<file path="src/rtl/cache_arb_pkg.sv">
// Shared types for the cache/memory arbiter: FSM states, grant encoding and
// a helper for the line-offset width.
package cache_arb_pkg;

  typedef enum logic [1:0] {
    IDLE  = 2'd0,
    BURST = 2'd1,
    DONE  = 2'd2
  } arb_state_e;

  typedef enum logic {
    GNT_IC = 1'b0,
    GNT_DC = 1'b1
  } arb_gnt_e;

  // Number of byte-offset bits inside one cache line.
  function automatic int unsigned line_off_bits(input int unsigned words,
                                                input int unsigned dw);
    return $clog2(words * dw / 8);
  endfunction

endpackage

</file>
<file path="src/rtl/mem_beat_counter.sv">
// Beat counter for one line burst: synchronous clear, increment on ack,
// saturates on the last beat so it never wraps inside a burst.
module mem_beat_counter #(
  parameter  int unsigned WORDS = 4,
  localparam int unsigned BW    = $clog2(WORDS)
) (
  input  logic          clk,
  input  logic          rst_n,
  input  logic          clr_i,
  input  logic          inc_i,
  output logic [BW-1:0] beat_o,
  output logic          last_o
);

  logic [BW-1:0] beat_q;
  logic [BW-1:0] beat_d;

  // NOTE: the default assignment first means every path assigns beat_d, so no latch is inferred.
  always_comb begin
    beat_d = beat_q;
    if (clr_i) begin
      beat_d = '0;
    end else if (inc_i && !last_o) begin
      beat_d = beat_q + 1'b1;
    end
  end

  // NOTE: state registers use non-blocking assignments so all flops update together at the edge.
  always_ff @(posedge clk or negedge rst_n) begin
    if (!rst_n) begin
      beat_q <= '0;
    end else begin
      beat_q <= beat_d;
    end
  end

  assign beat_o = beat_q;
  assign last_o = (beat_q == BW'(WORDS - 1));

endmodule

</file>
<file path="src/rtl/cache_mem_arbiter.sv">
// Arbitrates I-cache and D-cache line bursts onto a single word-wide memory port.
// Define ARB_ROUND_ROBIN_EN for round-robin on simultaneous requests; default is D-cache priority.
module cache_mem_arbiter
  import cache_arb_pkg::*;
#(
  parameter int unsigned WORDS = 4,
  parameter int unsigned AW    = 32,
  parameter int unsigned DW    = 32
) (
  input  logic          CLK,
  input  logic          RST_N,
  input  logic          ic_req,
  input  logic [AW-1:0] ic_addr,
  output logic [DW-1:0] ic_rdata,
  output logic          ic_rvalid,
  output logic          ic_done,
  input  logic          dc_req,
  input  logic          dc_we,
  input  logic [AW-1:0] dc_addr,
  input  logic [DW-1:0] dc_wdata,
  output logic          dc_wready,
  output logic [DW-1:0] dc_rdata,
  output logic          dc_rvalid,
  output logic          dc_done,
  output logic          mem_req,
  output logic          mem_we,
  output logic [AW-1:0] mem_addr,
  output logic [DW-1:0] mem_wdata,
  input  logic [DW-1:0] mem_rdata,
  input  logic          mem_ack
);

  localparam int unsigned BW      = $clog2(WORDS);
  localparam int unsigned OFF_W   = line_off_bits(WORDS, DW);
  localparam int unsigned BYTE_SH = $clog2(DW / 8);
  localparam logic [AW-1:0] LINE_MASK = {AW{1'b1}} << OFF_W;

  arb_state_e    state_q;
  arb_gnt_e      gnt_q;
  arb_gnt_e      gnt_d;
  logic          we_q;
  logic [AW-1:0] base_q;
  logic          mem_req_q;
  logic          ic_done_q;
  logic          dc_done_q;

  logic [BW-1:0] beat;
  logic          last_beat;
  logic          any_req;
  logic          start;
  logic          beat_ack;

  assign any_req  = ic_req | dc_req;
  assign start    = (state_q == IDLE) && any_req;
  assign beat_ack = (state_q == BURST) && mem_ack;

  // gnt_q keeps the previous winner after a burst, so it doubles as the
  // last-grant memory for round-robin.
  always_comb begin
    gnt_d = gnt_q;
    if (dc_req && !ic_req) begin
      gnt_d = GNT_DC;
    end else if (ic_req && !dc_req) begin
      gnt_d = GNT_IC;
    end else if (ic_req && dc_req) begin
`ifdef ARB_ROUND_ROBIN_EN
      gnt_d = (gnt_q == GNT_IC) ? GNT_DC : GNT_IC;
`else
      gnt_d = GNT_DC;
`endif
    end
  end

  always_ff @(posedge CLK or negedge RST_N) begin
    if (!RST_N) begin
      state_q   <= IDLE;
      gnt_q     <= GNT_IC;
      we_q      <= 1'b0;
      base_q    <= '0;
      mem_req_q <= 1'b0;
      ic_done_q <= 1'b0;
      dc_done_q <= 1'b0;
    end else begin
      case (state_q)
        IDLE: begin
          if (any_req) begin
            gnt_q     <= gnt_d;
            we_q      <= (gnt_d == GNT_DC) && dc_we;
            base_q    <= ((gnt_d == GNT_DC) ? dc_addr : ic_addr) & LINE_MASK;
            mem_req_q <= 1'b1;
            state_q   <= BURST;
          end
        end
        BURST: begin
          if (mem_ack && last_beat) begin
            mem_req_q <= 1'b0;
            ic_done_q <= (gnt_q == GNT_IC);
            dc_done_q <= (gnt_q == GNT_DC);
            state_q   <= DONE;
          end
        end
        DONE: begin
          ic_done_q <= 1'b0;
          dc_done_q <= 1'b0;
          state_q   <= IDLE;
        end
        default: begin
          mem_req_q <= 1'b0;
          ic_done_q <= 1'b0;
          dc_done_q <= 1'b0;
          state_q   <= IDLE;
        end
      endcase
    end
  end

  mem_beat_counter #(
    .WORDS (WORDS)
  ) u_beat_counter (
    .clk    (CLK),
    .rst_n  (RST_N),
    .clr_i  (start),
    .inc_i  (beat_ack),
    .beat_o (beat),
    .last_o (last_beat)
  );

  assign mem_req   = mem_req_q;
  assign mem_we    = mem_req_q & we_q;
  assign mem_addr  = base_q + (AW'(beat) << BYTE_SH);
  assign mem_wdata = dc_wdata;

  // Read data is broadcast; only the granted side sees rvalid.
  assign ic_rdata  = mem_rdata;
  assign dc_rdata  = mem_rdata;
  assign ic_rvalid = beat_ack && (gnt_q == GNT_IC) && !we_q;
  assign dc_rvalid = beat_ack && (gnt_q == GNT_DC) && !we_q;
  assign dc_wready = beat_ack && (gnt_q == GNT_DC) && we_q;

  assign ic_done   = ic_done_q;
  assign dc_done   = dc_done_q;

endmodule

</file>
<file path="config.mk">
export PLATFORM = sky130hd
export DESIGN_NAME = cache_mem_arbiter
export DESIGN_NICKNAME = d
export VERILOG_FILES = /design/src/rtl/cache_arb_pkg.sv /design/src/rtl/mem_beat_counter.sv /design/src/rtl/cache_mem_arbiter.sv
export SDC_FILE = /design/constraint.sdc
export NUM_CORES = 1
export LEC_CHECK = 0
export CORE_ASPECT_RATIO = 0.9
export CORE_MARGIN = 2
export CORE_UTILIZATION = 27
export DETAILED_ROUTE_END_ITERATION = 6
export PLACE_DENSITY = 0.78
export SYNTH_ARGS = -nofsm -noshare
export SYNTH_HDL_FRONTEND = slang
export SYNTH_HIERARCHICAL = 1
export SYNTH_SLANG_ARGS = --single-unit
</file>
<file path="constraint.sdc">
create_clock -name CLK -period 1.4 [get_ports CLK]
set_input_delay 0.28 -clock CLK [delete_from_list [all_inputs] [get_ports CLK]]
set_output_delay 0.28 -clock CLK [all_outputs]
set_load 0.01 [all_outputs]
</file>
Word-level counts from Yosys, hierarchy flattened
Cells that the tools add are included.
Word-level totals
  register bits: 37
  logic and storage cells: 59
  output and inout bits: 135
Operators by class
  bitwise operators: 5
  mux-type cells: 16
  reduce and logical (&&, ||, !) cells: 23
  equality and inequality tests: 5
  add/subtract/negate cells: 2
Operators by type and width (number)
  $add A32 B4 Y32: 1
  $mux W32: 1
  $logic_and A1 B1 Y1: 13
  $mux W2: 4
  $mux W1: 7
  $reduce_and A2 Y1: 3
  $eq A2 B2 Y1 const B: 2
  $logic_not A1 Y1: 4
  $pmux W1 S2: 2
  $pmux W2 S2: 1
  $not A1 Y1: 3
  $pmux W1 S3: 1
  $reduce_and A3 Y1: 1
  $add A2 B1 Y2 const B: 1
  $eq A2 B1 Y1 const B: 1
  $logic_not A2 Y1: 1
  $ne A2 B1 Y1 const B: 1
  $ne A2 B2 Y1 const B: 1
  $reduce_bool A2 Y1: 1
  $and A1 B1 Y1: 1
  $or A1 B1 Y1: 1

Logic depth before layout (Yosys ltp)
Gate-level depths: netlist (run 1).
  depth after elaboration: 5
  gate-level depth with buffers: 6
  mapped depth without buffers: 5

Cells and area by module
The synthesis (run 1) kept the hierarchy.
By module, submodules not included
  cache_mem_arbiter: cells an instance 295, area an instance 2582.5 µm², times used 1, seq. area each 875.8 µm²
  mem_beat_counter: cells an instance 10, area an instance 123.9 µm², times used 1, seq. area each 50.0 µm²

Worst setup path after synthesis (run 1)
OpenSTA, ideal clock, no wires.
  path kind: reg2reg
  start: register state_q[0]
  end: register u_beat_counter.beat_q[0], in the netlist u_beat_counter/beat_o[0]
  buffers on the path: 2
  setup slack: -0.055 ns
  arrival time: 1.330 ns
  clock period less this slack: 1.455 ns
  cell stages (with the launch flop): 7
  cell sequence: dfrtp_1 > buf_6 > or2_1 > buf_6 > nor2_1 > nor2b_1 > mux2_4
On the way
  elaborated cells between the ends (all ways): 7
  those cells by class: eq/ne (1); mux (1); reduce/logical (5)
RTL lines
  start, declared: line cache_mem_arbiter.sv:38  | arb_state_e state_q;
  start signal, assigned: line cache_mem_arbiter.sv:76  | state_q <= IDLE;
  start signal, assigned: line cache_mem_arbiter.sv:91  | state_q <= BURST;
  start signal, assigned: line cache_mem_arbiter.sv:99  | state_q <= DONE;
  $logic_not A2 Y1 (*): line cache_mem_arbiter.sv:54  | assign start = (state_q == IDLE) && any_req;
  $logic_and A1 B1 Y1 (*): line cache_mem_arbiter.sv:54
  via start: line cache_mem_arbiter.sv:50  | logic start;
  $mux W2 or $reduce_bool A2 Y1 (tied branches)
  end signal, assigned: line mem_beat_counter.sv:33  | beat_q <= beat_d;
  end, declared: line mem_beat_counter.sv:15  | logic [BW-1:0] beat_q;
The timed path passes the listed nets; every way through them passes the cells marked *.
A chain may end at the register's enable or synchronous reset.

Worst setup path in the final report (run 1)
  start: register state_q[1]
  end: output port dc_rvalid
On the way
  cells in the longest elaborated chain, start to end: 4
RTL lines
  $eq A2 B1 Y1: line cache_mem_arbiter.sv:55  | assign beat_ack = (state_q == BURST) && mem_ack;
  $logic_and A1 B1 Y1: line cache_mem_arbiter.sv:55
  $logic_and A1 B1 Y1 (2 in series): line cache_mem_arbiter.sv:137  | assign dc_rvalid = beat_ack && (gnt_q == GNT_DC) && !we_q;
  end, declared: line cache_mem_arbiter.sv:23  | output logic dc_rvalid,
Every way passes these cells.

==> results of run 1 <==
==> power breakdown <==
group	leakage (uW)	switching [uW]	total, uW	internal, uW
clock	0.0000439	405	749	344
combinational	0.000937	1670	3740	2060
sequential	0.000415	432	2020	1590
==> stage by stage <==
step	util, %	cell area [sq um]
final	35.64	3457
after global routing	35.64	3457
after CTS	34.02	3299
after detailed placement	32.49	3152
after global placement	32.49	3152
after floorplan	-	2718
==> layout by cell type (no fill, tap or decap), types with 4 or more instances in the layout <==
| cell | instances |
|---|---|
| nor2b_1 | 29 |
| buf_4 | 17 |
| clkdlybuf4s50_1 | 58 |
| dfrtp_1 | 37 |
| buf_12 | 4 |
| nor2_1 | 6 |
| buf_6 | 5 |
| buf_2 | 6 |
| clkbuf_8 | 5 |
| a22oi_2 | 19 |
| nand2_1 | 4 |
| a22oi_1 | 9 |
| inv_1 | 4 |
| o21ai_1 | 28 |
| dlygate4sd2_1 | 34 |
| a31oi_1 | 28 |
==> cells by family (layout without fill, tap and decap cells) <==
| group | after synthesis | in the layout |
|---|---|---|
| compound gates | 90 | 90 |
| fa+ha+maj | 1 | 1 |
| buf+inv | 121 | 137 |
| flops | 37 | 37 |
| mux | 3 | 3 |
| other cells | 1 | 2 |
| simple gates | 52 | 52 |
==> worst max-delay path, delay by kind of cell, from the launching register on <==
family | cells | cell delay [ns]
DFF | 1 | 0.41
and+or+nand+nor | 2 | 0.39
buffers and inverters | 1 | 0.15
==> sequential cells by signal (all words and copies together), names as in the netlist <==
name and flops:
we_q 1, u_beat_counter/beat_o 2, mem_req 1, state_q 2, ic_done 1, dc_done 1, gnt_q 1, base_q 28
==> metal layers <==
layer	vias up	part of all wire [%]	global-route usage, %
met3	36	8.3	4.299
li1	989	-	-
met5	-	0	0
met1	1050	39	14.41
met2	104	51	24.17
met4	0	2.1	6.426
==> final cells by class <==
type | instances | area [sq um] | share of cell area (%)
clock buffer | 5 | 68.82 | 1.991
clock inverter | 3 | 17.52 | 0.5067
inverter | 4 | 15.01 | 0.4343
multi-input combinational | 148 | 1067 | 30.87
sequential | 37 | 925.9 | 26.78
tap | 126 | 157.7 | 4.560
timing repair buffer | 125 | 1205 | 34.85
==> path summary, 6_finish.rpt <==
check,slack (ns),end,from,cells past startpoint
worst max-delay path,-0.12,dc_rvalid,state_q[1],3
worst min-delay path,0.03,state_q[1],RST_N,2
worst max register to register,-0.12,base_q[16],state_q[0],5
worst min register to register,0.54,base_q[4],base_q[4],2
max in group asynchronous,1.01,base_q[12],RST_N,2
min in group CLK,0.54,mem_req,mem_ack,4
==> timing repair <==
item / CTS / global route
cloned: 1 / 1
setup endpoints to repair: 66 / 35
pin swaps: 2 / 3
setup buffers: 2 / 4
resized for setup: 79 / 30
==> results_dict.tcl, run 1 <==
set metrics [dict create \
    violations "negative setup slack" \
    syn_to_final_growth_pct 27.74 \
    yosys-top-cells-count "buf_4, dfrtp_1, nor2b_1, a22oi_1, a31oi_1" \
    antenna_found_initial 0 \
    cts_tree "built" \
    hold_viol 0 \
    synth_top_area_share_pct 34.21 \
    worstPathCellList "or2_4, nor3_2, buf_2" \
    cts.sinks 37 \
    grt_overflow 0 \
    first_pass_iters 4 \
    grt_pass1_wl_mm 11.52 \
    die_w_um 109.5 \
    required_ns 1.12 \
    cpPeakStageDelay_ns 0.41 \
    crit_path_end_kind "output port" \
    synth-seq-cells 37 \
    io_pins 269 \
    period_share_pct 108.6 \
    cts_buffers 5 \
    rsz0062_at_grt "true" \
    synth_xor_area_share_pct 0 \
    synth-async-reset-ratio_pct 100.0 \
    syn_area_per_cell_sq_um 8.873 \
    fin_setup_tns_ns -1.288 \
    cp_slowest_cell "dfrtp_1" \
    ys_types 30 \
    synth_compound_area_share_pct 20.90 \
    gp_congestion 0.7755 \
    yosys_warnings 6 \
    start_util_pct 27.90 \
    p_leak_uw 0.001396 \
    synthTopCellsByArea "dfrtp_1, buf_4, a22oi_1, nor2b_1, a31oi_1" \
    cp-start-kind "register" \
    dieArea_sq_mm 0.01084 \
    syn_inst 305 \
    drt-total-wl_mm 7.751 \
    fin_cells 448 \
    clock.fmax_mhz 657.5 \
    netlist_area_sq_mm 0.002706 \
    grt_use_total_pct 13.59 \
    setup_ws_ns -0.1208 \
    synth_edf_count 0 \
    drv_cap 0 \
    grt_pass1_vias 2387 \
    grt_max_degree 38 \
    yosysTopAreaCell "dfrtp_1" \
    cts.path.max_buffers 2 \
    status "finished with violations" \
    htree_levels 2 \
    vias_per_cell 4.864 \
    clockRootBuffer "clkbuf_8" \
    pre_cts_ws_ns -0.7609 \
    worst-setup-path-type "reg2out" \
    muxShareOfSynthArea_pct 1.294 \
    clk_pin_slew_worst_paths_ns 0.09 \
    powerDensity_mw_per_mm2 1882 \
    cts_hold_buf 0 \
    core_sq_mm 0.009699 \
    cp_max_fo 4 \
    dpl.hpwl_mm 5.409 \
    synth_most_common_cell "buf_4" \
    antenna_cells 0 \
    clock-skew-final_ns 0.01355 \
    fill_cells 998 \
    synth_ff_type "dfrtp_1" \
    drive_gt1_share_pct 21.74 \
    hold_class "in2async" \
    detail-route-antenna-nets 0 \
    final.min_clock_period_ns 1.521 \
    die_h_um 98.98 \
    synth_top_family_by_area "buffers and inverters" \
    wl_per_cell_um 17.30 \
    dp.cells 432 \
    fin_nets 456 \
    setup_violations 22 \
    drcViolationCount 0 \
    insertion_delay_ns 0.29 \
    drt_iter0_drc 60 \
    peakVddDrop_mv 0.7382 \
    portBuffers 98 \
    yosysSeqAreaShare_pct 34.21 \
    worstPathArrival_ns 1.24 \
    synth-adder-area-share_pct 0.4623 \
    yosys.area_share.simple_pct 11.23 \
    p_total_uw 6508 \
    slew_viol_final 0 \
    num_rows 34 \
    vias 2179 \
    hold_ws_ns 0.02691 \
]
Power figures use the tool's default switching activity.
==> run 2: changes to the inputs <==
Settings changed: ABC_AREA set to 1, CORE_AREA set to 2 2 103 105, CORE_ASPECT_RATIO 0.9 to unset, CORE_MARGIN 2 to unset, CORE_UTILIZATION 27 to unset, DIE_AREA set to 0 0 105 107, PLACE_DENSITY 0.78 to 0.76.
Clock period 1.4 ns to 1.47 ns, I/O delays scaled along.
==> run 2 against run 1 <==
  * The flow still finishes with violations (negative setup slack)
  * Via count increased by 7.1%
  * Combinational power decreased by 28%
  * Register-to-register slack gained 0.22 ns
  * Die area is 3.6% higher
  * Flip-flop and latch count is the same
  * Critical path depth grew 1
  * Sequential share of layout area is 0.20 points higher
  * Highest routed layer unchanged
  * Power fell by 17%
  * First-iteration DRC count increased by 40%
==> results_dict.tcl, run 2 <==
set metrics [dict create \
    status "finished with violations" \
    violations "negative setup slack" \
    period_share_pct 103.2 \
    netlist_area_sq_mm 0.002819 \
    die_w_um 105 \
    hold_ws_ns 0.4738 \
    grt_pass1_vias 2303 \
    worst-setup-path-type "reg2out" \
    grtUsageMet2_pct 20.83 \
    ff2ff_setup_slack_ns 0.10 \
    fin_nets 547 \
    portBuffers 98 \
    yosys.area_share.simple_pct 26.59 \
    muxShareOfSynthArea_pct 0 \
    drcViolationCount 0 \
    drv_cap 0 \
    layout_commonest_cell "nand2_1" \
    clock-skew-final_ns 0.01242 \
    io_pins 269 \
    yosys-top-cells-count "buf_4, nand2_1, inv_1, nand3_1, dfrtp_1" \
    drive_gt1_share_pct 10.17 \
    cp_max_fo 3 \
    grt_pass1_wl_mm 10.94 \
    synth_top_family_by_area "buffers and inverters" \
    gp_congestion 0.7259 \
    num_rows 37 \
    required_ns 1.18 \
    synthTopCellsByArea "dfrtp_1, buf_4, nand2_1, nand3_1, inv_1" \
    reg2reg_from "state_q[0]" \
    top_usage_layer "met2" \
    dp.cells 536 \
    largest_register_ffs 28 \
    grtUsageMet3_pct 4.620 \
    hold_viol 0 \
    p_int_uw 3299 \
    synth_xor_area_share_pct 0 \
    dpl.hpwl_mm 5.070 \
    hold_class "in2async" \
    cts_buffers 5 \
    synth_compound_area_share_pct 0.7102 \
    fin_cells 549 \
    detail-route-antenna-nets 0 \
    yosys_warnings 6 \
    vias 2334 \
    ys_types 17 \
    first_pass_iters 4 \
    powerDensity_mw_per_mm2 1574 \
    p_leak_uw 0.001911 \
    netSwitchingFraction_pct 38.92 \
    syn_to_final_growth_pct 21.75 \
    clk_pin_slew_worst_paths_ns 0.09 \
    peakVddDrop_mv 0.4942 \
    antenna_found_initial 0 \
    final_cell_mix "nand2_1, inv_1, nand3_1, clkdlybuf4s50_1, dfrtp_1" \
    grt_overflow 0 \
    insertion_delay_ns 0.29 \
    setup_violations 3 \
    synth-adder-area-share_pct 0.4439 \
    vias_per_cell 4.251 \
    yosysTopAreaCell "dfrtp_1" \
    final.min_clock_period_ns 1.517 \
    power.clock.fraction_pct 16.9 \
    clockRootBuffer "clkbuf_8" \
    clock.fmax_mhz 659.3 \
    regMostFlops "base_q" \
    yosysSeqAreaShare_pct 32.85 \
    drt_iter0_drc 84 \
    synth-seq-cells 37 \
    syn_area_per_cell_sq_um 7.065 \
    cts_tree "built" \
    synth-async-reset-ratio_pct 100.0 \
    setup_ws_ns -0.04672 \
    comb_power_share_pct 50.0 \
    htree_levels 2 \
    antenna_cells 0 \
    start_util_pct 27.93 \
    wl_per_cell_um 12.70 \
    core_sq_mm 0.01009 \
    timing.rr.end "u_beat_counter/beat_o[1]" \
    die_h_um 107 \
    cts.path.max_buffers 2 \
    rsz0062_at_grt "true" \
    drt-total-wl_mm 6.975 \
    crit_path_end_kind "output port" \
    grt_max_degree 29 \
    post-route-util_pct 34.01 \
    r2r_cells 8 \
    synth_edf_count 0 \
    dieArea_sq_mm 0.01124 \
    syn_inst 399 \
    grt_use_total_pct 12.23 \
    slew_viol_final 0 \
    crit_start "state_q[1]" \
    p_switching_uw 2102 \
    synth_ff_type "dfrtp_1" \
    cts.sinks 37 \
    worstPathArrival_ns 1.22 \
    cp-start-kind "register" \
    power_frac_seq_pct 33.1 \
    met1_usage_pct 13.65 \
    synth_top_area_share_pct 32.85 \
]
-- run 2: changes by cell type after synthesis, sizes merged, moves of 27 or more --
| cell | previous run | this run |
|---|---|---|
| nand3 | 1 | 59 |
| o21ai | 30 | 3 |
| a22oi | 28 | 0 |
| nand2 | 4 | 107 |
| nor2b | 30 | 0 |
| a31oi | 28 | 0 |
| inv | 4 | 67 |
-- run 2: cell type report --
type | count | area [sq um]
inverters | 67 | 251.5
clock buffers | 5 | 68.82
well taps | 136 | 170.2
fillers | 1109 | 6660
repair buffers | 118 | 1157
multi-input cells | 183 | 812.0
clock inverters | 3 | 46.29
flip-flops and latches | 37 | 925.9
-- run 2: worst max-delay path, stage by stage (launching register included) --
cell and delay (ns):
dfrtp_1 0.42, nor2_4 0.16, nand2_2 0.07, nor3_2 0.14
buf_2 0.14
-- run 2: worst max-delay path by stage --
stage / end / slack (ns) / depth (start not counted)
2_1_floorplan: dc_rvalid / 0.25 / 3
4_1_cts: ic_rvalid / -0.04 / 5
3_3_place_gp: ic_rvalid / -0.42 / 4
5_1_grt: dc_rvalid / -0.14 / 5
3_5_place_dp: ic_rvalid / -0.45 / 4
6_report: ic_rvalid / -0.05 / 4
-- run 2: metal layers --
layer | wire (um) | share of wire (%) | vias up
met5 | 0 | 0 | -
met4 | 192 | 2.8 | 0
met3 | 605 | 8.7 | 31
met2 | 3425 | 49 | 110
met1 | 2752 | 39 | 1079
li1 | - | - | 1114
-- run 2: kinds of logic after synthesis --
| family | after synthesis |
|---|---|
| AND/OR/NAND/NOR | 176 |
| adder cells (fa/ha/maj) | 1 |
| AO/OA/AOI/OAI | 4 |
| buffers and inverters | 180 |
| flip-flops | 37 |
| other | 1 |
-- run 2: per-stage QoR --
| stage | area [sq um] | worst slack, ns | power (uW) | TNS, ns |
|---|---|---|---|---|
| 6_report | 3432 | -0.04672 | 5401 | -0.1138 |
| 5_1_grt | 3432 | -0.1406 | 5833 | -0.3874 |
| 4_1_cts | 3412 | -0.04134 | 5441 | -0.05521 |
| 3_5_place_dp | 3313 | -0.4502 | 4773 | -3.449 |
| 3_3_place_gp | 3313 | -0.4157 | 4669 | -2.789 |
| 2_1_floorplan | 2823 | 0.2546 | 3404 | 0 |
-- run 2: power by group through the flow --
stage,clock network [uW],registers [uW],logic [uW]
floorplan,0,1990,1410
global placement,0,1800,2870
detailed placement,0,1820,2950
CTS,953,1790,2700
global route,1000,1860,2980
finish,912,1790,2700
-- run 2: repair_timing --
action / in CTS / in global routing
pin swaps: 1 / 2
buffers inserted: 3 / 1
setup endpoints to repair: 37 / 3
hold endpoints to repair: 18 / 0
hold buffers: 1 / 0
gates resized for setup: 50 / 3
==> run 3: changes to the inputs <==
Settings changed: CORE_AREA 2 2 103 105 to 2 2 105 107, DIE_AREA 0 0 105 107 to 0 0 107 109, PLACE_DENSITY 0.76 to 0.73.
==> run 3 against run 2 <==
  * The run still ends with negative setup slack left
  * Utilization down 1.6 points
  * Clock power increased by 0.8%
  * Via count shrank 0.73%
  * Non-clock buffer count grew 2
  * Global-route usage decreased by 0.31 points
  * Power decreased by 0.24%
  * Setup slack better by 0.026 ns
  * Flip-flop and latch count unchanged
==> results_dict.tcl, run 3 (synthesized netlist as in run 2, its figures left out) <==
set metrics [dict create \
    insertion_delay_ns 0.28 \
    grt_max_degree 21 \
    grt_pass1_vias 2266 \
    drt_iter0_drc 160 \
    peakVddDrop_mv 0.4992 \
    required_ns 1.18 \
    largest_register_ffs 28 \
    vias 2317 \
    hold_path_depth 2 \
    rsz0062_at_grt "true" \
    p_leak_uw 0.001915 \
    worstPathArrival_ns 1.20 \
    detail-route-antenna-nets 0 \
    cp-start-kind "register" \
    fin_cells 555 \
    p_total_uw 5388 \
    clock-skew-final_ns 0.006471 \
    final_cell_mix "nand2_1, inv_1, nand3_1, clkdlybuf4s50_1, dfrtp_1" \
    post-route-util_pct 32.37 \
    violations "negative setup slack" \
    period_share_pct 101.4 \
    syn_to_final_growth_pct 21.75 \
    grt_overflow 0 \
    powerDensity_mw_per_mm2 1570 \
    drv_cap 0 \
    die_h_um 109 \
    status "finished with violations" \
    clockRootBuffer "clkbuf_8" \
    wl_per_cell_um 12.50 \
    slew_viol_final 0 \
    hp-start "dc_done" \
    hold_viol 0 \
    num_rows 38 \
    gp_congestion 0.7253 \
    grt_pass1_wl_mm 11.07 \
    core_sq_mm 0.01060 \
    reg2reg_from "state_q[1]" \
    clk_pin_slew_worst_paths_ns 0.07 \
    cp_max_fo 3 \
    fin_setup_tns_ns -0.03976 \
    worst-setup-path-type "reg2out" \
    layout_commonest_cell "nand2_1" \
    htree_levels 2 \
    portBuffers 98 \
    hold_class "reg2reg" \
    dieArea_sq_mm 0.01166 \
    drcViolationCount 0 \
    dpl.hpwl_mm 5.158 \
    regMostFlops "base_q" \
    crit_path_end_kind "output port" \
    antenna_cells 0 \
    dp.cells 541 \
    routed.top_layer "met4" \
    first_pass_iters 4 \
    die_w_um 107 \
    r2r_cells 9 \
    cts.path.max_buffers 2 \
    timing.rr.end "base_q[13]" \
    fin_nets 549 \
    dr_wl_met2_mm 3.189 \
    worstMarginPinSlew_ns 0.5193 \
    final.min_clock_period_ns 1.491 \
    setup_ws_ns -0.02058 \
    ff2ff_setup_slack_ns 0.06 \
    setup_violations 2 \
    drt-total-wl_mm 6.939 \
    cts.sinks 37 \
    pre_cts_ws_ns -0.4799 \
    vias_per_cell 4.175 \
    cts_tree "built" \
    wl_met3_um 656 \
    drive_gt1_share_pct 10.36 \
    start_util_pct 26.59 \
    io_pins 269 \
    wl_met1_mm 2.931 \
    cts_buffers 5 \
    clock.fmax_mhz 670.9 \
    slew_headroom_pct 65.38 \
    grt_use_total_pct 11.92 \
    antenna_found_initial 0 \
    hold_end "dc_done" \
]
==> run 3: changes by cell type in the layout (fill, tap and decap cells not counted), moves of 2 or more <==
cell	change
buf_4	+3
buf_12	-2
nor3_1	+2
nor3_2	-2
==> run 3: repair_timing <==
action	4_1_cts	5_1_grt
setup endpoints to repair	37	3
hold buffers	1	0
pin swaps	1	1
buffers inserted	2	3
endpoints found under the hold margin	19	0
gates resized for setup	50	7
==> run 3: how the worst max path moves through the flow <==
stage | start | to | slack (ns) | cells past startpoint
after floorplan | state_q[1] | dc_rvalid | 0.25 | 3
after global placement | mem_ack | dc_rvalid | -0.42 | 4
after detailed placement | mem_ack | ic_rvalid | -0.48 | 4
after CTS | state_q[0] | dc_rvalid | -0.04 | 5
after global routing | state_q[1] | ic_rvalid | -0.11 | 4
final | state_q[1] | dc_rvalid | -0.02 | 4
==> run 3: power by group <==
group,internal (uW),switching [uW]
Combinational,1280,1400
Sequential,1510,278
Clock,554,365
Total,3340,2050
==> run 3: cell type report <==
cell class                 instances  area [sq um]
inverter                          67         254.0
sequential                        37         925.9
clock inverter                     1         30.03
multi-input combinational        183         809.5
timing repair buffer             120          1151
tap                              140         175.2
clock buffer                       7         86.33
fill                            1157          7171
==> run 3: worst max-delay path: stages, from the launching register on <==
cell and delay [ns]:
dfrtp_1 0.41, nor2_4 0.14, nand2_2 0.07, nor3_1 0.13, buf_2 0.16
==> run 3: through the flow <==
stage | cell area, sq um | hold WS [ns]
2_1_floorplan | 2823 | -0.001591
3_3_place_gp | 3301 | 0.3014
6_report | 3432 | 0.4829
4_1_cts | 3391 | 0.4875
5_1_grt | 3432 | 0.5031
3_5_place_dp | 3301 | 0.3028
==> run 3: layer usage <==
layer | vias up | GRT usage (%)
met3 | 20 | 3.825
li1 | 1117 | -
met4 | 0 | 4.638
met2 | 113 | 19.84
met5 | - | 0
met1 | 1067 | 14.37
==> RTL change 1: new RTL, flow settings as in run 1 <==
Encoding of `arb_state_e`: now one-hot (3 bits for 3 states).
--- a/src/rtl/cache_arb_pkg.sv
+++ b/src/rtl/cache_arb_pkg.sv
@@ -2,10 +2,10 @@
 // a helper for the line-offset width.
 package cache_arb_pkg;
 
-  typedef enum logic [1:0] {
-    IDLE  = 2'd0,
-    BURST = 2'd1,
-    DONE  = 2'd2
+  typedef enum logic [2:0] {
+    IDLE  = 3'b001,
+    BURST = 3'b010,
+    DONE  = 3'b100
   } arb_state_e;
 
   typedef enum logic {
Formal check against the unedited RTL: no difference found for any inputs over 10 cycles, from zero or initial values and one cycle with RST_N low; not proved beyond that.
==> RTL change 1 against run 1 <==
  * The run still ends with negative setup slack left
  * Global-route usage rose by 1.0 points
  * Sequential cell count rose by 1
  * Wire length rose by 14%
  * Sequential power fell by 4%
  * Synthesized area rose by 6.1%
  * Worst setup slack got worse by 110 ps
  * Power rose by 15%
  * Clock power rose by 44%
  * Final area rose by 16%
==> RTL change 1: results (changes against run 1) <==
| Metric | Value |
|---|---|
| # resized after CTS | `68 (-14%)` |
| Met3 wire len | `776 microns (+20%)` |
| Status | `finished with violations` |
| Setup TNS Final | `-6030 ps (-4750 ps)` |
| Data arrival time of the worst path | `1350 ps (+110 ps)` |
| Synth Area in Compound Gates | `20.0% (-0.94 points)` |
| Metal1 wirelength | `3370 microns (+11%)` |
| Leakage Power | `1.58 nW (+13%)` |
| Final setup fails | `39 (+77%)` |
| Final WL | `8860 microns (+14%)` |
| Placement Cell Area | `0.00338 sq mm (+7.3%)` |
| First-pass GRT wire length | `13300 microns (+15%)` |
| Hold Crit Class | `in2reg` |
| Met1 Usage GRT | `16.7% (+2.3 points)` |
| Netlist cell types | `36 (+20%)` |
| Clock skew | `3.01 ps (-10.5 ps)` |
| Critical path startpoint | `state_q[0]` |
| Root buffer cell | `clkbuf_16` |
| Sequential element share of the synthesized area | `33.2% (-1.1 points)` |
| Worst setup endpoint | `ic_rvalid` |
| Share of layout cells above drive strength 1 | `25.7% (+3.9 points)` |
| R2r startpoint | `state_q[0]` |
| Synth area leaders | `dfrtp_1, buf_4, a31oi_1, or3b_1, o21ai_0` |
| Register-to-Register Path Depth | `8 (+3)` |
| # fillers | `1023 (+2.5%)` |
| Pin count of the biggest net entering global routing | `39 (+2.6%)` |
| Worst skew pair latency | `270 ps (-20 ps)` |
| Mux contribution to synthesized area | `0.523% (-0.77 points)` |
| Number of nets in the layout | `477 (+4.6%)` |
| RR Endpoint | `base_q[27]` |
| Worst-path clk slew | `50 ps (-40 ps)` |
| Failing checks | `negative setup slack` |
| Buffer count from post-CTS setup fixing | `9 (+7)` |
| Final WS setup | `-229 ps (-108 ps)` |
| DRT iter0 DRCs | `114 (+90%)` |
| CP Max Fanout | `3 (-1)` |
| Number of global-route vias before repair | `2465 (+3.3%)` |
| Critical path's slowest cell | `dfstp_2` |
| # hold bufs at CTS | `1 (+1)` |
==> RTL change 1: cell type report <==
cell class / count / area (sq um) / area share (%)
repair buffers: 136 / 1420 / 35.6
multi-input cells: 158 / 1310 / 32.7
flip-flops and latches: 38 / 952 / 23.8
well taps: 129 / 161 / 4.03
clock buffers: 8 / 136 / 3.41
inverters: 3 / 18.8 / 0.469
==> RTL change 1: worst min-delay path, stage by stage <==
cell	delay (ps)
buf_2	120
buf_4	140
a32o_1	150
==> RTL change 1: power by group <==
part           switching, mW  internal, mW
sequential             0.320          1.61
clock                  0.416         0.663
combinational           2.03          2.44
total                   2.76          4.72
==> RTL change 1: how the worst min path moves through the flow <==
stage,start,endpoint,cells after the start
final,dc_req,gnt_q,3
after global routing,dc_req,gnt_q,3
after CTS,dc_req,gnt_q,3
after detailed placement,RST_N,we_q,2
after global placement,RST_N,ic_done,2
after floorplan,RST_N,base_q[10],0
==> RTL change 2: new RTL, flow settings as in run 1 <==
Made on the original files. `WORDS` is set to 4 in 2 places; all go to 8.
--- a/src/rtl/mem_beat_counter.sv
+++ b/src/rtl/mem_beat_counter.sv
@@ -1,7 +1,7 @@
 // Beat counter for one line burst: synchronous clear, increment on ack,
 // saturates on the last beat so it never wraps inside a burst.
 module mem_beat_counter #(
-  parameter  int unsigned WORDS = 4,
+  parameter  int unsigned WORDS = 8,
   localparam int unsigned BW    = $clog2(WORDS)
 ) (
   input  logic          clk,
--- a/src/rtl/cache_mem_arbiter.sv
+++ b/src/rtl/cache_mem_arbiter.sv
@@ -3,7 +3,7 @@
 module cache_mem_arbiter
   import cache_arb_pkg::*;
 #(
-  parameter int unsigned WORDS = 4,
+  parameter int unsigned WORDS = 8,
   parameter int unsigned AW    = 32,
   parameter int unsigned DW    = 32
 ) (
Formal check against the unedited RTL: not equivalent (a bounded check fails within 4 cycles, from zero or initial values and one cycle with RST_N low).
==> RTL change 2 against run 1 <==
  * Count of clock-buffer cells in the layout is 2 higher
  * Sequential share of layout area is 1.8 points lower
  * Clock power is 50% higher
  * Synthesized area is 1.2% higher
  * Power is 4.3% higher
  * Synthesized cell count stayed put
  * The flow still finishes with violations (negative setup slack)
  * Sequential cell count stayed put
  * Final cell count is 0.45% higher
  * Wire length is 7.8% higher
  * Final area is 7.4% higher
  * Critical path type unchanged
  * Worst setup slack worse by 2.8 ps
==> RTL change 2: results (changes against run 1) <==
| Metric | Value |
|---|---|
| Status | `finished with violations` |
| Failing checks | `negative setup slack` |
| Final setup fails | `9 (-59%)` |
| Peak supply drop | `581 uV (-21%)` |
| Ant. Diodes | `0 (unchanged)` |
| HPWL after DPL | `5260 microns (-2.7%)` |
| Sequential element share of the synthesized area | `33.8% (-0.39 points)` |
| Root buffer cell | `clkbuf_16` |
| Total CTS buffers | `5 (unchanged)` |
| Final WS setup | `-124 ps (-2.78 ps)` |
| Synth area leaders | `dfrtp_1, buf_4, a22oi_1, nor2b_1, a31oi_1` |
| Vias/cell | `4.94 (+1.5%)` |
| Setup TNS Final | `-532 ps (+755 ps)` |
| Worst-path clk slew | `60 ps (-30 ps)` |
| Number of global-route vias before repair | `2257 (-5.4%)` |
| GRT Util Overall | `13.8% (+0.18 points)` |
| Final WL | `8350 microns (+7.8%)` |
| First-pass GRT wire length | `11400 microns (-0.66%)` |
| Switching share of total power | `35.2% (-3.4 points)` |
| # fillers | `989 (-0.90%)` |
| Max FFs per register | `27 (-3.6%)` |
| DRT iter0 DRCs | `103 (+72%)` |
| Port bufs | `96 (-2.0%)` |
| Worst skew pair latency | `270 ps (-20 ps)` |
| Synth cell count leaders | `buf_4, dfrtp_1, nor2b_1` |
| Biggest register | `base_q` |
| Clock skew | `4.34 ps (-9.21 ps)` |
| Initial antenna violation count | `0 (unchanged)` |
| Netlist cell types | `32 (+6.7%)` |
| Leakage Power | `1.42 nW (+2.0%)` |
| CP delay by family, top | `simple AND/OR/NAND/NOR gates` |
| Overall power | `6.79 mW (+4.3%)` |
| Worst path max stage delay | `370 ps (-40 ps)` |
| Number of nets in the layout | `460 (+0.88%)` |
| CP Max Fanout | `4 (unchanged)` |
| Share of layout cells above drive strength 1 | `27.8% (+6.0 points)` |
| Routability cong. | `0.704 (-9.2%)` |
[RTL change 2: repair_timing]
action,4_1_cts,5_1_grt
buffers inserted,1,8
endpoints found under the setup margin,65,37
pin swaps,2,33
resized for setup,62,49
cloned,3,3
[RTL change 2: final cells by class]
class | instances | area (sq um) | area share (%)
Clock buffer | 7 | 143 | 3.84
Inverter | 4 | 15.0 | 0.404
Multi-Input combinational cell | 148 | 1160 | 31.1
Sequential cell | 37 | 927 | 25.0
Tap cell | 126 | 158 | 4.25
Timing Repair Buffer | 128 | 1310 | 35.4
[RTL change 2: kinds of logic (layout without fill, tap and decap cells)]
kind of cell / after synthesis / after routing / share of synthesized area, %
AOI/OAI and AO/OA: 88 / 88 / 20.2
adders and majority gates: 2 / 2 / 0.914
DFF: 37 / 37 / 33.8
and+or+nand+nor: 53 / 53 / 11.8
other: 1 / 2 / 0.137
muxes: 3 / 3 / 1.28
buffers and inverters: 121 / 139 / 31.9
[RTL change 2: per-stage QoR]
step	instance area [sq um]	util [%]	setup WS, ps	instances
global placement	3180	32.5	-746	429
global route	3710	37.9	-190	450
finish	3710	37.9	-124	450
CTS	3380	34.5	-175	440
detailed placement	3180	32.5	-729	429
floorplan	2750	-	16.0	306
[RTL change 2: worst paths after layout]
path / to / slack (ps) / startpoint
min: state_q[0] / 70 / RST_N
min reg2reg: base_q[14] / 550 / base_q[14]
min in group CLK: gnt_q / 520 / ic_req
max in group asynchronous: we_q / 960 / RST_N
max: ic_rvalid / -120 / state_q[0]
max reg2reg: u_beat_counter/beat_o[0] / -110 / state_q[0]
[RTL change 2: power groups by stage]
| stage | registers, mW | clock network, mW | logic [mW] |
|---|---|---|---|
| after floorplan | 2.12 | 0 | 1.69 |
| after detailed placement | 1.95 | 0 | 3.24 |
| final | 2.02 | 1.12 | 3.65 |
| after CTS | 1.93 | 1.17 | 3.11 |
| after global placement | 1.92 | 0 | 3.14 |
| after global routing | 2.10 | 1.23 | 3.97 |
[RTL change 2: per-layer routing]
layer	share of wire [%]	wire [microns]	global-route usage (%)
met3	7.8	652	3.08
met4	2.5	210	6.06
met5	0	0	0
met2	50	4160	25.8
met1	40	3330	14.5
[RTL change 2: worst reg2reg max path, cell delays in order (launching register included)]
cell and delay (ps):
dfrtp_1 390, buf_6 130, or2_4 330, nor2_4 190, nor2b_1 80, mux2_4 270
